[config.mk]
export PLATFORM = sky130hd
export DESIGN_NAME = a5_1_sequencer
export DESIGN_NICKNAME = d
export VERILOG_FILES = /design/src/rtl/a5_1_pkg.sv /design/src/rtl/a5_1_majority.sv /design/src/rtl/a5_1_sequencer.sv
export SDC_FILE = /design/constraint.sdc
export NUM_CORES = 1
export LEC_CHECK = 0
export CAP_MARGIN = 20
export CORE_MARGIN = 1
export CORE_UTILIZATION = 55
export CTS_BUF_LIST = sky130_fd_sc_hd__clkbuf_4 sky130_fd_sc_hd__clkbuf_8
export DETAILED_ROUTE_END_ITERATION = 10
export PLACE_DENSITY_LB_ADDON = 0.08
export SYNTH_ARGS = -nofsm -noshare
export SYNTH_HDL_FRONTEND = slang
export SYNTH_SLANG_ARGS = --single-unit
[constraint.sdc]
create_clock -name clk -period 8.15 [get_ports clk]
set_clock_uncertainty 0.05 [all_clocks]
set_input_delay 1.63 -clock clk [delete_from_list [all_inputs] [get_ports clk]]
set_output_delay 1.63 -clock clk [all_outputs]
set_load 0.02 [all_outputs]
[src/rtl/a5_1_pkg.sv]
// Shared definitions for the A5/1 keystream sequencer: phase encoding, register
// geometry, default session sizing and small combinational helpers.
package a5_1_pkg;

  typedef enum logic [2:0] {
    ST_IDLE   = 3'd0,
    ST_CLEAR  = 3'd1,
    ST_KEY    = 3'd2,
    ST_FRAME  = 3'd3,
    ST_MIX    = 3'd4,
    ST_STREAM = 3'd5
  } state_e;

  localparam int LFSR_X_W = 19;
  localparam int LFSR_Y_W = 22;
  localparam int LFSR_Z_W = 23;

  localparam int X_MAJ_IDX = 8;
  localparam int Y_MAJ_IDX = 10;
  localparam int Z_MAJ_IDX = 10;

  localparam int KEY_W_DEF      = 64;
  localparam int FRAME_W_DEF    = 22;
  localparam int MIX_CYCLES_DEF = 101;
  localparam int KS_BITS_DEF    = 228;

  function automatic int max4(input int a, input int b, input int c, input int d);
    int m;
    m = a;
    if (b > m) m = b;
    if (c > m) m = c;
    if (d > m) m = d;
    return m;
  endfunction

  function automatic logic maj3(input logic a, input logic b, input logic c);
    return (a & b) | (a & c) | (b & c);
  endfunction

endpackage

[src/rtl/a5_1_majority.sv]
// Majority-clock trigger generation: a register steps when its clocking tap agrees
// with the majority of the three taps, so at least two registers always step.
module a5_1_majority
  import a5_1_pkg::*;
(
  input  logic en_i,
  input  logic x_maj_i,
  input  logic y_maj_i,
  input  logic z_maj_i,
  output logic x_trig_o,
  output logic y_trig_o,
  output logic z_trig_o
);

  logic maj_s;

  // Vote and per-register agreement, suppressed when not clocking
  always_comb begin
    maj_s = maj3(x_maj_i, y_maj_i, z_maj_i);
    if (en_i) begin
      x_trig_o = (x_maj_i == maj_s);
      y_trig_o = (y_maj_i == maj_s);
      z_trig_o = (z_maj_i == maj_s);
    end else begin
      x_trig_o = 1'b0;
      y_trig_o = 1'b0;
      z_trig_o = 1'b0;
    end
  end

endmodule

[src/rtl/a5_1_sequencer.sv]
// Session sequencer for the three A5/1 registers: clear, key load, frame load,
// majority mixing, then a valid/ready keystream of KS_BITS single-bit transfers.
module a5_1_sequencer
  import a5_1_pkg::*;
#(
  parameter int KEY_W      = KEY_W_DEF,
  parameter int FRAME_W    = FRAME_W_DEF,
  parameter int MIX_CYCLES = MIX_CYCLES_DEF,
  parameter int KS_BITS    = KS_BITS_DEF
) (
  input  logic               clk,
  input  logic               reset,
  input  logic               start,
  input  logic               abort,
  input  logic [KEY_W-1:0]   key,
  input  logic [FRAME_W-1:0] frame,
  output logic               busy,
  output logic               done,
  output logic               reg_clear,
  output logic               x_shift_bit,
  output logic               y_shift_bit,
  output logic               z_shift_bit,
  output logic               x_trigger,
  output logic               y_trigger,
  output logic               z_trigger,
  input  logic               x_out,
  input  logic               y_out,
  input  logic               z_out,
  input  logic               x_maj,
  input  logic               y_maj,
  input  logic               z_maj,
  output logic               ks_bit,
  output logic               ks_valid,
  input  logic               ks_ready,
  output logic               ks_last
);

  localparam int CNT_W    = $clog2(max4(KEY_W, FRAME_W, MIX_CYCLES, KS_BITS));
  localparam int KEY_IW   = $clog2(KEY_W);
  localparam int FRAME_IW = $clog2(FRAME_W);

  localparam logic [CNT_W-1:0] CNT_ONE    = CNT_W'(1);
  localparam logic [CNT_W-1:0] KEY_LAST   = CNT_W'(KEY_W - 1);
  localparam logic [CNT_W-1:0] FRAME_LAST = CNT_W'(FRAME_W - 1);
  localparam logic [CNT_W-1:0] MIX_LAST   = CNT_W'(MIX_CYCLES - 1);
  localparam logic [CNT_W-1:0] KS_LAST    = CNT_W'(KS_BITS - 1);

  state_e             state_q;
  logic [CNT_W-1:0]   cnt_q;
  logic [KEY_W-1:0]   key_q;
  logic [FRAME_W-1:0] frame_q;
  logic               reg_clear_q;
  logic               done_q;

  logic load_s;
  logic shift_s;
  logic maj_en_s;
  logic ks_valid_s;
  logic x_mtrig_s;
  logic y_mtrig_s;
  logic z_mtrig_s;

  // Phase FSM with one shared counter that restarts at every phase change
  always_ff @(posedge clk or posedge reset) begin
    if (reset) begin
      state_q     <= ST_IDLE;
      cnt_q       <= '0;
      key_q       <= '0;
      frame_q     <= '0;
      reg_clear_q <= 1'b0;
      done_q      <= 1'b0;
    end else begin
      reg_clear_q <= 1'b0;
      done_q      <= 1'b0;
      if (abort) begin
        state_q <= ST_IDLE;
        cnt_q   <= '0;
      end else begin
        case (state_q)
          ST_IDLE: begin
            if (start) begin
              state_q     <= ST_CLEAR;
              cnt_q       <= '0;
              key_q       <= key;
              frame_q     <= frame;
              reg_clear_q <= 1'b1;
            end
          end
          ST_CLEAR: begin
            state_q <= ST_KEY;
            cnt_q   <= '0;
          end
          ST_KEY: begin
            if (cnt_q == KEY_LAST) begin
              state_q <= ST_FRAME;
              cnt_q   <= '0;
            end else begin
              cnt_q <= cnt_q + CNT_ONE;
            end
          end
          ST_FRAME: begin
            if (cnt_q == FRAME_LAST) begin
              state_q <= ST_MIX;
              cnt_q   <= '0;
            end else begin
              cnt_q <= cnt_q + CNT_ONE;
            end
          end
          ST_MIX: begin
            if (cnt_q == MIX_LAST) begin
              state_q <= ST_STREAM;
              cnt_q   <= '0;
            end else begin
              cnt_q <= cnt_q + CNT_ONE;
            end
          end
          ST_STREAM: begin
            if (ks_ready) begin
              if (cnt_q == KS_LAST) begin
                state_q <= ST_IDLE;
                cnt_q   <= '0;
                done_q  <= 1'b1;
              end else begin
                cnt_q <= cnt_q + CNT_ONE;
              end
            end
          end
          default: begin
            state_q <= ST_IDLE;
            cnt_q   <= '0;
          end
        endcase
      end
    end
  end

  // Load vs. majority clocking and the serial load bit for the current phase
  always_comb begin
    load_s     = 1'b0;
    shift_s    = 1'b0;
    maj_en_s   = 1'b0;
    ks_valid_s = 1'b0;
    case (state_q)
      ST_KEY: begin
        load_s  = 1'b1;
        shift_s = key_q[cnt_q[KEY_IW-1:0]];
      end
      ST_FRAME: begin
        load_s  = 1'b1;
        shift_s = frame_q[cnt_q[FRAME_IW-1:0]];
      end
      ST_MIX: begin
        maj_en_s = 1'b1;
      end
      ST_STREAM: begin
        ks_valid_s = 1'b1;
        maj_en_s   = ks_ready;
      end
      default: begin
        load_s = 1'b0;
      end
    endcase
  end

  a5_1_majority u_majority (
    .en_i     (maj_en_s),
    .x_maj_i  (x_maj),
    .y_maj_i  (y_maj),
    .z_maj_i  (z_maj),
    .x_trig_o (x_mtrig_s),
    .y_trig_o (y_mtrig_s),
    .z_trig_o (z_mtrig_s)
  );

  assign x_trigger   = load_s | x_mtrig_s;
  assign y_trigger   = load_s | y_mtrig_s;
  assign z_trigger   = load_s | z_mtrig_s;
  assign x_shift_bit = shift_s;
  assign y_shift_bit = shift_s;
  assign z_shift_bit = shift_s;

  // The output bit only advances on a transfer, so it holds while stalled
  assign ks_valid  = ks_valid_s;
  assign ks_bit    = ks_valid_s & (x_out ^ y_out ^ z_out);
  assign ks_last   = ks_valid_s & (cnt_q == KS_LAST);
  assign busy      = (state_q != ST_IDLE);
  assign reg_clear = reg_clear_q;
  assign done      = done_q;

endmodule

==> results.py, run 1 <==
metrics = {
    "floorplan": {
        "dieArea_um2": 9264,
        "row_count": 34,
        "coreArea_um2": 8678,
        "ios": 109,
        "start_util_pct": 56.30,
        "die_y_um": 96.25,
        "dieWidth_um": 96.25,
    },
    "synthesis": {
        "synth-async-reset-ratio_pct": 100.0,
        "syn_area_per_cell_um2": 8.965,
        "syn_nets": 645,
        "ys_types": 41,
        "synth-edff-count": 0,
        "ys.flop_type": "dfrtp_1",
        "synth_cells": 545,
        "netlist_area_um2": 4886,
        "yosysWarnings": 0,
        "ys_ff_latch": 99,
        "ys_seq_area_share_pct": 50.70,
    },
    "grt": {
        "first_global_vias": 3874,
        "grt_pass1_wl_um": 18140,
        "grt_max_degree": 88,
        "antenna_found_initial": 0,
        "grt_overflow": 0,
        "track_usage_pct": 25.82,
    },
    "critical_path": {
        "worstSetupPathType": "primary input to primary output",
        "cp.arrival_ns": 3.25,
        "cp_max_fo": 3,
        "start_kind": "primary input",
        "critPathRequiredTime_ns": 6.47,
        "critPathCaptureType": "primary output",
    },
    "placement": {
        "dp_hpwl_um": 7503,
        "dpl_worst_slack_ns": 3.227,
        "gp_congestion": 0.8569,
        "io_buffers": 108,
    },
    "drt": {
        "routed_wirelength_um": 10860,
        "drt_iter0_markers": 238,
        "wl_per_cell_um": 14.49,
        "viasPerCell": 5.354,
        "drcViolationCount": 0,
        "drtPass1Iterations": 5,
        "vias": 4010,
        "postRouteAntennaNets": 0,
    },
    "cts": {
        "cts_num_sinks": 99,
        "cts_max_level": 3,
        "cts-root-buf": "clkbuf_8",
        "clkTransAtPathRegs_ns": 0.10,
        "clk_path_buf_depth": 2,
        "cts_hold_buf": 0,
        "cts_tree": "built",
        "postCtsResizedCells": 0,
        "numCtsBuffers": 9,
        "post_cts_buffers": 0,
        "clk_latency_ns": 0.35,
    },
    "power": {
        "seqPwrFrac_pct": 45.8,
        "p_int_mw": 1.168,
        "clock_power_share_pct": 20.3,
        "vdd_drop_max_uv": 152.4,
        "p_leak_nw": 2.944,
        "comb_power_share_pct": 33.9,
        "p_per_area_nw_per_um2": 286.0,
        "sw_frac_of_total_pct": 34.36,
        "power_mw": 1.780,
        "power.switching_mw": 0.6115,
    },
    "sta": {
        "slew_headroom_pct": 42.58,
        "fmax_mhz": 202.8,
        "final_max_slew_viol_count": 0,
        "hold_viol_final": 0,
        "period_share_pct": 60.51,
        "fin_crit_ns": 4.932,
        "tightest_slew_ns": 0.8614,
        "rsz0062_at_grt": "false",
        "fin_ws_ns": 3.218,
        "setup_tns_ns": 0,
        "setup_viol": 0,
    },
    "outcome": {
        "status": "finished clean",
    },
    "layout": {
        "layout-drive-gt1-share_pct": 7.644,
        "syn_to_final_growth_pct": 27.40,
        "nFillCells": 679,
        "layout_commonest_cell": "nand2_1",
        "diodes": 0,
        "nets": 736,
        "final_cell_mix": "nand2_1, clkdlybuf4s50_1, dfrtp_1, mux4_2, o21ai_0",
    },
    "worst_hold_path": {
        "min_path_type": "register to register",
    },
    "flow_run": {
        "drv_cap": 0,
    },
}
[sequential cells by signal, indices dropped and copies added (netlist names)]
register	flops
state_q	3
key_q	64
done	1
frame_q	22
reg_clear	1
cnt_q	8
[per-layer routing]
layer  vias up  global-route usage (%)  part of all wire [%]
met5         -                       0                     0
met2       128                   42.55                    49
met3        11                   4.028                   5.0
li1       1965                       -                     -
met1      1906                   36.14                    45
met4         0                   6.095                  0.75
[worst paths after layout]
check                                start         to  slack (ns)  cells after the start
worst min-delay path             key_q[62]  key_q[62]        0.43                      2
worst max-delay path              ks_ready  x_trigger        3.22                      5
worst max register to register  state_q[0]  key_q[19]        5.23                      7
worst min register to register   key_q[62]  key_q[62]        0.43                      2
min in group asynchronous            reset  reg_clear        1.63                      2
max in group asynchronous            reset  key_q[27]        5.35                      3
[synthesized netlist by cell type (7+ instances only)]
cell type,number,area (um^2)
a21oi_1,9,45.04
buf_2,11,55.05
clkbuf_1,19,71.32
dfrtp_1,99,2477
inv_1,7,26.28
mux2i_1,7,70.07
mux4_2,21,473.0
nand2_1,273,1025
nand3_1,8,40.04
nor2_1,10,37.54
nor3_1,7,35.03
o21ai_0,14,70.07
[critical path, cell delays in order]
cell and delay, ns:
clkdlybuf4s50_1 0.51, inv_1 0.07, a21o_1 0.20, o21ai_0 0.21, clkdlybuf4s50_1 0.64
[kinds of logic (layout without fill, tap and decap cells)]
logic type / after synthesis / after routing / share of synthesized area (%)
and+or+nand+nor: 325 / 325 / 27.02
DFF: 99 / 99 / 50.70
AOI/OAI and AO/OA: 42 / 42 / 5.301
buffers and inverters: 42 / 138 / 3.815
muxes: 32 / 32 / 12.04
adders and majority gates: 3 / 3 / 0.7683
xor gates and xnor gates: 2 / 2 / 0.3586
[per-stage QoR]
step                      hold slack (ns)  std cells  instance area [um^2]  utilization, %
after global placement             0.4034        733                  5993           69.06
after floorplan                    0.3901        545                  4886               -
after detailed placement           0.4090        733                  5993           69.06
after CTS                          0.4339        749                  6225           71.73
final                              0.4312        749                  6225           71.73
after global routing               0.4468        749                  6225           71.73
[area by class of cell]
cell class | instances | area [um^2] | area share, %
timing repair buffer | 114 | 1126 | 18.09
sequential | 99 | 2477 | 39.80
inverter | 8 | 32.53 | 0.5226
clock inverter | 7 | 107.6 | 1.729
tap | 108 | 135.1 | 2.171
clock buffer | 9 | 123.9 | 1.990
multi-input combinational | 404 | 2222 | 35.70
[power by group through the flow]
stage          Clock, mW  Sequential [mW]  Combinational [mW]
6_report           0.361            0.816               0.604
5_1_grt            0.384            0.844               0.683
4_1_cts            0.367            0.815               0.611
3_5_place_dp           0            0.826               0.605
3_3_place_gp           0            0.811               0.585
2_1_floorplan          0            0.784               0.450
No activity file was read; power rests on OpenSTA's default activity.
==> run 2: changes to the inputs <==
Settings changed: CORE_UTILIZATION 55 to 52.
Clock period 8.15 ns to 4.8 ns, I/O delays scaled along.
==> run 2 against run 1 <==
Net effect:
- final cell count rose by 0.67%
- sequential cell count did not move
- largest power group unchanged
- sequential power rose by 75%
- highest routed layer unchanged
- clock power rose by 70%
- non-clock buffer count rose by 2
==> results.py, run 2 (synthesis results as in run 1) <==
metrics = {
    "sta": {
        "fin_ws_ns": 0.5069,
        "slew_headroom_pct": 43.31,
        "fin_crit_ns": 4.293,
        "fmax_mhz": 232.9,
        "hold_viol_final": 0,
        "final_max_slew_viol_count": 0,
        "setup_tns_ns": 0,
        "period_share_pct": 89.44,
        "setup_viol": 0,
        "tightest_slew_ns": 0.8504,
        "rsz0062_at_grt": "false",
    },
    "floorplan": {
        "row_count": 35,
        "start_util_pct": 53.38,
        "die_y_um": 98.94,
        "ios": 109,
        "dieWidth_um": 98.94,
        "coreArea_um2": 9153,
        "dieArea_um2": 9788,
    },
    "cts": {
        "cts_hold_buf": 0,
        "cts_num_sinks": 99,
        "postCtsResizedCells": 0,
        "cts_tree": "built",
        "numCtsBuffers": 9,
        "cts-root-buf": "clkbuf_8",
        "cts_max_level": 3,
        "post_cts_buffers": 0,
        "clk_latency_ns": 0.36,
        "clkTransAtPathRegs_ns": 0.10,
        "clk_path_buf_depth": 2,
    },
    "placement": {
        "dp_hpwl_um": 7999,
        "dpl_worst_slack_ns": 0.8941,
        "io_buffers": 108,
        "dpl_cell_area_um2": 6012,
        "gp_congestion": 0.8464,
    },
    "critical_path": {
        "timing.critical_path.slowest_stage_cell": "dfrtp_1",
        "start_kind": "register",
        "critPathRequiredTime_ns": 3.79,
        "critPathCaptureType": "primary output",
        "cp_max_fo": 16,
        "slowest_delay_ns": 0.66,
        "worstSetupPathType": "register to primary output",
        "cp.arrival_ns": 3.28,
        "crit_chain": "buf_4 -> mux4_2 -> mux2i_1 -> nor3_1 -> nor4_1 -> nand3_1 -> clkdlybuf4s50_1",
    },
    "grt": {
        "first_global_vias": 3934,
        "track_usage_pct": 24.72,
        "grt_overflow": 0,
        "grt_pass1_wl_um": 18930,
        "grt_max_degree": 87,
        "antenna_found_initial": 0,
    },
    "layout": {
        "final_util_pct": 68.24,
        "nets": 738,
        "diodes": 0,
        "final_cell_mix": "nand2_1, clkdlybuf4s50_1, dfrtp_1, mux4_2, o21ai_0",
        "layout_commonest_cell": "nand2_1",
        "syn_to_final_growth_pct": 27.84,
        "largest_reg_flops": 64,
        "top_regs": "key_q: 64 flops, frame_q: 22 flops, cnt_q: 8 flops",
        "final_area_um2": 6246,
        "regMostFlops": "key_q",
        "layout-drive-gt1-share_pct": 7.932,
        "nFillCells": 750,
    },
    "power": {
        "p_leak_nw": 2.951,
        "p_per_area_nw_per_um2": 486.2,
        "vdd_drop_max_uv": 207.7,
        "power_mw": 3.037,
    },
    "drt": {
        "vias": 4017,
        "viasPerCell": 5.328,
        "routed_wirelength_um": 11090,
        "drt_iter0_markers": 200,
        "drcViolationCount": 0,
        "wl_per_cell_um": 14.71,
        "drtPass1Iterations": 5,
        "postRouteAntennaNets": 0,
    },
    "outcome": {
        "status": "finished clean",
    },
    "flow_run": {
        "drv_cap": 0,
    },
    "worst_hold_path": {
        "min_path_type": "register to register",
    },
}
==> run 2: changes by cell type in the layout (fill, tap and decap cells not counted), sizes merged <==
cell      change
clkbuf        +1
clkinvlp      +1
buf           +2
clkinv        -1
inv           -1
==> run 2: critical path, delay by kind of cell (launching register included) <==
family,cells,cell delay (ns)
multiplexers,2,0.69
buffers and inverters,2,0.92
flip-flops,1,0.66
AND/OR/NAND/NOR,3,0.65
==> run 2: metal layers <==
layer | track usage [%] | vias to the layer above | wire (um)
met1 | 35.22 | 1923 | 5166
met4 | 6.889 | 0 | 119
li1 | - | 1967 | -
met3 | 3.546 | 11 | 467
met5 | 0 | - | 0
met2 | 39.97 | 116 | 5338
==> run 2: cell type report <==
cell class	count	area (um^2)	area share (%)
clock buffers	10	137.6	2.204
clock inverters	6	96.34	1.542
inverters	8	32.53	0.5208
multi-input cells	404	2222	35.58
flip-flops and latches	99	2477	39.66
well taps	111	138.9	2.224
repair buffers	116	1141	18.27
==> run 2: power by group <==
group	internal, mW	switching, mW
registers	1.18	0.240
logic	0.497	0.502
clock network	0.314	0.299
==> run 2: stage by stage <==
step | instances | hold slack (ns)
after floorplan | 545 | 0.3901
after global placement | 738 | 0.4029
after detailed placement | 738 | 0.4089
after CTS | 754 | 0.4339
after global routing | 754 | 0.4465
final | 754 | 0.4299
==> run 2: final timing paths <==
check / startpoint / end / slack (ns) / depth (start not counted)
max in group asynchronous: reset / key_q[33] / 3.16 / 3
hold reg to reg: frame_q[16] / frame_q[16] / 0.43 / 2
min in group asynchronous: reset / reg_clear / 0.73 / 2
hold / removal: frame_q[16] / frame_q[16] / 0.43 / 2
setup / recovery: cnt_q[0] / y_shift_bit / 0.51 / 7
setup reg to reg: cnt_q[0] / cnt_q[0] / 2.02 / 8
